===== src/rtl/csr_timer_intc_pkg.sv =====
// Shared field positions, state encodings and helpers for the CSR timer
// and interrupt controller.
package csr_timer_intc_pkg;

    // TCFG register fields
    localparam int TCFG_EN          = 0;
    localparam int TCFG_PERIODIC    = 1;
    localparam int TCFG_INITVAL_LSB = 2;
    localparam int TCFG_INITVAL_MSB = 31;

    // TICLR register fields
    localparam int TICLR_CLR = 0;

    // ESTAT.IS bit positions
    localparam int ESTAT_IS_W        = 13;
    localparam int ESTAT_IS_SOFT_LSB = 0;
    localparam int ESTAT_IS_SOFT_MSB = 1;
    localparam int ESTAT_IS_HARD_LSB = 2;
    localparam int ESTAT_IS_HARD_MSB = 9;
    localparam int ESTAT_IS_TI       = 11;
    localparam int ESTAT_IS_IPI      = 12;

    // Interrupt request handshake states
    typedef enum logic [1:0] {
        INT_IDLE = 2'd0,
        INT_REQ  = 2'd1,
        INT_HOLD = 2'd2
    } int_state_e;

    // Reload value for TVAL: InitVal scaled by 4 (low two bits forced to 0)
    function automatic logic [31:0] tcfg_reload(input logic [31:0] cfg);
        return {cfg[TCFG_INITVAL_MSB:TCFG_INITVAL_LSB], 2'b00};
    endfunction

endpackage


===== src/rtl/csr_int_sync.sv =====
// Multi-bit, multi-stage flop synchroniser for asynchronous level inputs.
// Each bit is synchronised independently; no cross-bit coherency is implied.
module csr_int_sync #(
    parameter int WIDTH  = 9,
    parameter int STAGES = 2
) (
    input  logic             clk,
    input  logic             aresetn,
    input  logic [WIDTH-1:0] d,
    output logic [WIDTH-1:0] q
);

    logic [STAGES-1:0][WIDTH-1:0] sync_reg;
    logic [STAGES-1:0][WIDTH-1:0] sync_next;

    // Each stage samples the stage before it; stage 0 samples the raw input.
    generate
        for (genvar gi = 0; gi < STAGES; gi++) begin : g_stage
            if (gi == 0) begin : g_first
                assign sync_next[gi] = d;
            end else begin : g_rest
                assign sync_next[gi] = sync_reg[gi-1];
            end
        end
    endgenerate

    // Shift the synchroniser chain every cycle.
    always_ff @(posedge clk or negedge aresetn) begin
        if (!aresetn) begin
            sync_reg <= '0;
        end else begin
            sync_reg <= sync_next;
        end
    end

    assign q = sync_reg[STAGES-1];

endmodule


===== src/rtl/csr_timer_intc.sv =====
// Countdown timer (TCFG/TVAL/TI), interrupt line synchronisation, ESTAT.IS
// assembly and a req/ack interrupt handshake towards the commit stage.
module csr_timer_intc
    import csr_timer_intc_pkg::*;
#(
    parameter int SYNC_STAGES = 2,
    parameter int HOLD_MAX    = 4
) (
    input  logic        clk,
    input  logic        aresetn,
    input  logic        tcfg_wen,
    input  logic [31:0] tcfg_wdata,
    input  logic        ticlr_wen,
    input  logic [31:0] ticlr_wdata,
    output logic [31:0] tcfg,
    output logic [31:0] tval,
    input  logic [1:0]  soft_is,
    input  logic [7:0]  hw_int,
    input  logic        ipi_int,
    input  logic [12:0] ecfg_lie,
    input  logic        crmd_ie,
    output logic [12:0] estat_is,
    output logic        int_req,
    input  logic        int_ack,
    output logic [12:0] int_pending
);

    localparam int              CW        = (HOLD_MAX > 1) ? $clog2(HOLD_MAX) : 1;
    localparam logic [CW-1:0]   HOLD_LAST = CW'(HOLD_MAX - 1);

    // ---------------- timer ----------------
    logic [31:0] tcfg_reg, tcfg_next;
    logic [31:0] tval_reg, tval_next;
    logic        ti_reg, ti_next;
    logic        stopped_reg, stopped_next;
    logic        expire;

    // Only bit 0 of TICLR has meaning; the rest is deliberately ignored.
    logic unused_ticlr;
    assign unused_ticlr = ^ticlr_wdata[31:1];

    // Timer next-state: a TCFG write overrides counting (and any expiry) this cycle.
    always_comb begin
        tcfg_next    = tcfg_reg;
        tval_next    = tval_reg;
        ti_next      = ti_reg;
        stopped_next = stopped_reg;
        expire       = 1'b0;
        if (tcfg_wen) begin
            tcfg_next = tcfg_wdata;
            if (tcfg_wdata[TCFG_EN]) begin
                tval_next    = tcfg_reload(tcfg_wdata);
                stopped_next = 1'b0;
            end
        end else if (tcfg_reg[TCFG_EN] && !stopped_reg) begin
            if (tval_reg != 32'd0) begin
                tval_next = tval_reg - 32'd1;
            end else begin
                expire = 1'b1;
                if (tcfg_reg[TCFG_PERIODIC]) begin
                    tval_next = tcfg_reload(tcfg_reg);
                end else begin
                    tval_next    = 32'hFFFF_FFFF;
                    stopped_next = 1'b1;
                end
            end
        end
        // Expiry beats a simultaneous clear so no tick is lost.
        if (expire) begin
            ti_next = 1'b1;
        end else if (ticlr_wen && ticlr_wdata[TICLR_CLR]) begin
            ti_next = 1'b0;
        end
    end

    // Timer state registers.
    always_ff @(posedge clk or negedge aresetn) begin
        if (!aresetn) begin
            tcfg_reg    <= '0;
            tval_reg    <= '0;
            ti_reg      <= 1'b0;
            stopped_reg <= 1'b0;
        end else begin
            tcfg_reg    <= tcfg_next;
            tval_reg    <= tval_next;
            ti_reg      <= ti_next;
            stopped_reg <= stopped_next;
        end
    end

    assign tcfg = tcfg_reg;
    assign tval = tval_reg;

    // ---------------- interrupt lines ----------------
    logic [8:0] sync_q;

    csr_int_sync #(
        .WIDTH  (9),
        .STAGES (SYNC_STAGES)
    ) u_sync (
        .clk     (clk),
        .aresetn (aresetn),
        .d       ({ipi_int, hw_int}),
        .q       (sync_q)
    );

    assign estat_is    = {sync_q[8], ti_reg, 1'b0, sync_q[7:0], soft_is};
    assign int_pending = estat_is & ecfg_lie;

    logic irq;
    assign irq = crmd_ie & (|int_pending);

    // ---------------- request handshake ----------------
    int_state_e    state_reg, state_next;
    logic [CW-1:0] hold_cnt_reg, hold_cnt_next;

    // Handshake next-state; HOLD masks the window before CRMD.IE falls on entry.
    always_comb begin
        state_next    = state_reg;
        hold_cnt_next = hold_cnt_reg;
        int_req       = 1'b0;
        case (state_reg)
            INT_IDLE: begin
                if (irq) begin
                    state_next = INT_REQ;
                end
            end
            INT_REQ: begin
                int_req = 1'b1;
                if (int_ack) begin
                    state_next    = INT_HOLD;
                    hold_cnt_next = '0;
                end else if (!irq) begin
                    state_next = INT_IDLE;
                end
            end
            INT_HOLD: begin
                if (!crmd_ie || hold_cnt_reg == HOLD_LAST) begin
                    state_next = INT_IDLE;
                end else begin
                    hold_cnt_next = hold_cnt_reg + 1'b1;
                end
            end
            default: begin
                state_next = INT_IDLE;
            end
        endcase
    end

    // Handshake state registers.
    always_ff @(posedge clk or negedge aresetn) begin
        if (!aresetn) begin
            state_reg    <= INT_IDLE;
            hold_cnt_reg <= '0;
        end else begin
            state_reg    <= state_next;
            hold_cnt_reg <= hold_cnt_next;
        end
    end

endmodule


===== config.mk =====
export PLATFORM = sky130hd
export DESIGN_NAME = csr_timer_intc
export DESIGN_NICKNAME = d
export VERILOG_FILES = /design/src/rtl/csr_timer_intc_pkg.sv /design/src/rtl/csr_int_sync.sv /design/src/rtl/csr_timer_intc.sv
export SDC_FILE = /design/constraint.sdc
export NUM_CORES = 1
export LEC_CHECK = 0
export BUFFER_PORTS_ARGS = -buffer_cell sky130_fd_sc_hd__buf_4
export CAP_MARGIN = 20
export CORE_MARGIN = 3
export CORE_UTILIZATION = 40
export DETAILED_ROUTE_END_ITERATION = 8
export PLACE_DENSITY_LB_ADDON = 0.05
export SETUP_SLACK_MARGIN = 0.5
export SYNTH_ARGS = -nofsm -noshare
export SYNTH_HDL_FRONTEND = slang
export SYNTH_HIERARCHICAL = 1
export SYNTH_SLANG_ARGS = --single-unit

===== constraint.sdc =====
create_clock -name clk -period 2.8 [get_ports clk]
set_input_delay 0.56 -clock clk [delete_from_list [all_inputs] [get_ports clk]]
set_output_delay 0.56 -clock clk [all_outputs]
set_load 0.005 [all_outputs]

; ---- After elaboration in Yosys (flattened, before gate mapping)
; Index checks and enable logic that the tools add are counted.
[classes]
add_sub_neg = 2
mul = 0
n_div = 0
n_lt_le_gt_ge = 0
eq_ne = 11
n_shift = 0
n_mux = 24
bitwise_logic = 2
reduce_logical = 15
[ops]
columns = operator, n
row1 = $mux W32, 5
row2 = $reduce_bool A32 Y1, 1
row3 = $sub A32 B1 Y32 const B, 1
row4 = $and A13 B13 Y13, 1
row5 = $reduce_or A13 Y1, 1
row6 = $mux W2, 6
row7 = $ne A2 B2 Y1 const B, 6
row8 = $mux W1, 11
row9 = $pmux W2 S3, 1
row10 = $reduce_and A3 Y1, 2
row11 = $reduce_bool A2 Y1, 3
row12 = $eq A2 B2 Y1 const B, 2
row13 = $pmux W2 S2, 1
row14 = $reduce_and A4 Y1, 1
row15 = $ne A3 B3 Y1 const B, 1
row16 = $add A2 B1 Y2 const B, 1
row17 = $eq A2 B1 Y1 const B, 1
row18 = $logic_and A1 B1 Y1, 2
row19 = $logic_not A1 Y1, 2
row20 = $logic_not A2 Y1, 1
row21 = $ne A2 B1 Y1 const B, 1
row22 = $reduce_and A2 Y1, 1
row23 = $and A1 B1 Y1, 1
row24 = $logic_or A1 B1 Y1, 1
[word_totals]
reg_bits = 88
latchBits = 0
ram_bits = 0
mem_bits_ro = 0
input_bits = 94
elab_cells = 62
mem_count = 0

; ---- Depth between registers and ports, before layout
[logic_depth]
depth_word = 6
ltp_mapped = 9
depth_no_buf = 8

; ---- By module
; Netlist, hierarchy kept.
[modules_own_cells]
columns = mod, n_inst, cells_each, area_per_inst_um2, seq_area_each_um2
row1 = csr_timer_intc, 1, 441, 4175.3, 1751.7
row2 = csr_int_sync, 1, 18, 450.4, 450.4

; ---- Worst setup path before layout
; OpenSTA, ideal clock, no wires.
[synth_timing]
path_kind = register to register
startpoint = reg tval_reg[0], in the netlist tval[0]
endpoint = reg tval_reg[10], in the netlist tval[10]
setup_ns = 0.126
t_arrival_ns = 2.035
required_ns = 2.674
slack_ns = 0.639
stages_incl_launch_ff = 9
period_less_slack_ns = 2.161
path_cell_list = dfrtp_1 -> inv_1 -> ha_1 -> or3b_1 -> or2_4 -> nor3_2 -> xnor2_1 -> a21oi_1 -> a221o_1
[synth_via]
elab_chain_cells = 4
word_cells_on_any_way = 5
cone_classes = 1 x add/sub / 3 x mux / 1 x reduce/logical
[synth_lines]
columns = element, line_no
row1 = from (decl), csr_timer_intc.sv:33  ; logic [31:0] tval_reg, tval_next;
row2 = from (signal assigned), csr_timer_intc.sv:85  ; tval_reg <= tval_next;
row3 = $sub A32 B1 Y32 or $reduce_bool A32 Y1 (tied branches), "csr_timer_intc.sv:57, csr_timer_intc.sv:56"
row4 = $mux W32 *, csr_timer_intc.sv:56  ; if (tval_reg != 32'd0) begin
row5 = $mux W32 *, csr_timer_intc.sv:55  ; end else if (tcfg_reg[TCFG_EN] && !stopped_reg) begin
row6 = $mux W32 *, csr_timer_intc.sv:49  ; if (tcfg_wen) begin
; Every way passes the cells marked *; elsewhere a longest branch is shown, timed or not. The select of a mux whose other input is x is not followed.
; A chain may end at the register's enable or synchronous reset.

; ---- Worst setup path in the final report
[layout_timing]
startpoint = reg tval_reg[24], in the netlist tval[24]
endpoint = reg tval_reg[2], in the netlist tval[2]
[layout_via]
elab_chain_cells = 4
[layout_lines]
columns = element, line_no
row1 = $reduce_bool A32 Y1, csr_timer_intc.sv:56
row2 = $mux W32, csr_timer_intc.sv:56
row3 = $mux W32, csr_timer_intc.sv:55
row4 = $mux W32, csr_timer_intc.sv:49
; Every way passes these cells. The select of a mux whose other input is x is not followed.

==> parameters.txt <==
Parameter                              Value

Placement
  Count of placed standard cells including taps    739
  Count of input and output buffers    150
  Half-perimeter wire length of the detailed placement result    9731 µm
  Post-placement cell area    0.005923 mm²
  GP Congestion    0.8185

Critical path
  Master of the slowest instance on the critical path    dfrtp_1
  Kind of critical path    reg2reg
  Number of logic stages on the critical path including buffering    7
  Critical-path cell list    nor4_4 -> and4_4 -> nand3_4 -> buf_4 -> or3_1 -> o21ai_0 -> o22ai_1
  CP Launch Type    flip-flop
  Data required time of the worst path    3020 ps
  Flop2flop setup slack    580 ps
  Max stage delay on crit path    500 ps
  Critical Path End    tval[2]
  Count of buffer and inverter cells on the critical path    1
  Launch instance of the worst register-to-register path    tval[24]
  Kind of cell adding the most delay to the critical path    simple AND/OR/NAND/NOR gates
  Worst r2r path cells    7
  Endpoint of the most critical register-to-register path    tval[2]
  Critical path startpoint    tval[24]
  Worst Path Max Fanout    17
  Critical path arrival    2450 ps
  Crit. End Element    flip-flop

Route
  Total via count in the routed design    4,240
  Routed Wire Length    13,780 µm
  DR pass1 iterations    5
  Number of remaining DRC errors    0
  DR WL/cell    18.07 µm
  Number of design-rule violations left by the first detailed-router iteration    337
  Number of antenna-violating nets in the routed design    0
  Routed vias/inst    5.557

Floorplan
  Area enclosed by the die boundary    0.01289 mm²
  Die Span Y    113.5 µm
  Top-level I/O count    185
  Row Count    38
  Starting density of the core    0.4176
  Std-Cell Core Area    0.01108 mm²
  Width of the die    113.5 µm

Synthesis
  Async set-or-reset flop fraction in the synthesized netlist    1.000
  Sequential-to-total area share from yosys stat    0.4761
  Gate count after technology mapping    459
  Count of unique library cells instantiated by Yosys    68
  Post-synthesis sequential element count    88
  Yosys warning total    6
  Post-synth EDFFs    0
  Post-synthesis instance area    0.004626 mm²
  Top flip-flop cell by instance count after synthesis    dfrtp_1
  Synth Area per Inst    10.08 µm²

Final layout
  Final core utilization    0.5749
  Final instance count without filler cells    763
  Post-route design area    0.006369 mm²
  Filler instances    999
  Layout cell share with drive strength beyond 1    0.4045
  N_diodes    0
  Area added between synthesis and finish    37.68%
  Fin nets    715

Power
  Leakage power total    0.002844 µW
  Highest ir drop seen on vdd    0.3133 mV
  Power per unit of standard cell area    632.2 mW/mm²

Clocking
  Maximum level of the CTS H-tree    3
  TritonCTS clock tree    yes
  Number of buffers created by CTS    9
  Hold buffers post-CTS    0
  Clock tree root buffer cell    clkbuf_16
  # clock sinks    88
  CTS clock-pin slew for the worst setup and hold paths    70 ps
  Clock latency reported for the late side of the worst-skew pair    350 ps
  Largest buffer count on any clock path    2

STA
  Final hold violation count    0
  Unrepaired setup endpoints after global routing    yes
  Final period utilization    0.7939
  Slew at the pin closest to its max-slew limit    679.2 ps
  Max Transition Viols Final    0
  Peak clock frequency supported by timing    449.8 MHz
  Clock skew    6.889 ps
  Final Setup Violations    0
  Final TNS setup    0 ps
  Slew headroom    0.5472
  Final critical path time including I/O delays and setup    2223 ps

Worst hold path
  Path class of the lowest-slack min-delay path    in2async

Global routing
  GRT Overall Usage    0.2118
  Leftover overflow at the end of global routing    0
  Pin count of the biggest net entering global routing    89
  Number of global-route vias before repair    4,108
  Initial antenna violation count    0
  Global-route wire length before repair    21,620 µm

Run status
  Outcome    complete, no violations

Flow run
  Max capacitance violation total    0
==> timing repair <==
| action | CTS | global route |
|---|---|---|
| gates cloned | 0 | 0 |
| resized for setup | 2 | 18 |
| endpoints found under the setup margin | 15 | 29 |
| pin swaps | 1 | 5 |
| buffers inserted | 1 | 7 |
==> worst min path at each step <==
stage / startpoint / to / cells past startpoint
2_1_floorplan: aresetn / hold_cnt_reg[0] / 0
3_3_place_gp: u_sync/sync_next[9] / u_sync/q[0] / 0
3_5_place_dp: u_sync/sync_next[15] / u_sync/q[6] / 0
4_1_cts: aresetn / tcfg[18] / 2
5_1_grt: aresetn / tcfg[18] / 2
6_report: aresetn / tcfg[18] / 2
==> synthesized netlist by cell type (7+ instances only) <==
cell	n	share of area
nor3_2	8	0.017
or3_1	7	0.0095
xnor2_1	9	0.017
inv_1	17	0.014
a21oi_1	27	0.029
and2_1	13	0.018
buf_4	7	0.011
nand3_1	12	0.013
mux2_2	18	0.044
o21ai_0	40	0.043
nand2_1	38	0.031
a31oi_1	13	0.018
xor2_1	7	0.013
nor3_1	12	0.013
clkbuf_1	16	0.013
o31ai_1	10	0.016
nor2_1	21	0.017
dfrtp_1	88	0.48
==> cell families (layout without fill, tap and decap cells) <==
logic type | count (synthesis) | count (layout) | share of synthesized area
AO/OA/AOI/OAI | 125 | 125 | 0.1680
XOR/XNOR | 16 | 16 | 0.03030
adder cells (fa/ha/maj) | 3 | 3 | 0.008116
buffers and inverters | 48 | 211 | 0.05031
flip-flops | 88 | 88 | 0.4761
multiplexers | 20 | 20 | 0.04815
other | 1 | 2 | 0.0008107
AND/OR/NAND/NOR | 158 | 158 | 0.2183
==> metal layers <==
metal  track usage  up-vias  wire [µm]
met5             0        -          0
met4       0.04808        0        106
met3       0.04881       10       1045
met2        0.3388      163       6550
met1        0.2948     2065       6082
li1              -     2002          -
==> where the power goes <==
part	total (µW)	switching (µW)	leakage, µW	internal [µW]
Sequential	1720	286	0.00106	1440
Combinational	1060	471	0.00164	584
Clock	1250	545	0.000144	701
Total	4030	1300	0.00284	2720
==> through the flow <==
step                      total power [µW]  hold WS [ps]  setup WS (ps)
after floorplan                       2172         264.4          639.2
after global placement                2685         331.6          452.5
after detailed placement              2711         334.7          407.9
after CTS                             3979         274.4          481.9
after global routing                  4237         287.6          448.6
final                                 4026         219.1          577.0
==> cells in the final DEF, fill, tap and decap left out, drive strengths merged, types with 4 or more instances in the layout <==
master  instances
a21oi          27
a221o           4
a31oi          13
and2           13
buf           177
clkbuf          9
dfrtp          88
inv            19
mux2           18
nand2          39
nand3          13
nand3b          5
nand4           5
nor2           22
nor3           20
nor4           10
o21ai          44
o22ai           5
o31ai          10
or3             7
or4             6
xnor2           9
xor2            7
==> layout make-up <==
cell class                 count  area [µm²]  area share
tap                          140       175.2     0.02750
multi-input combinational    324        2270      0.3564
clock buffer                   9       225.2     0.03536
timing repair buffer         177        1345      0.2112
clock inverter                 7       78.83     0.01238
inverter                      18       67.56     0.01061
sequential                    88        2207      0.3466
Note: power is estimated with default switching activity, not from simulation.
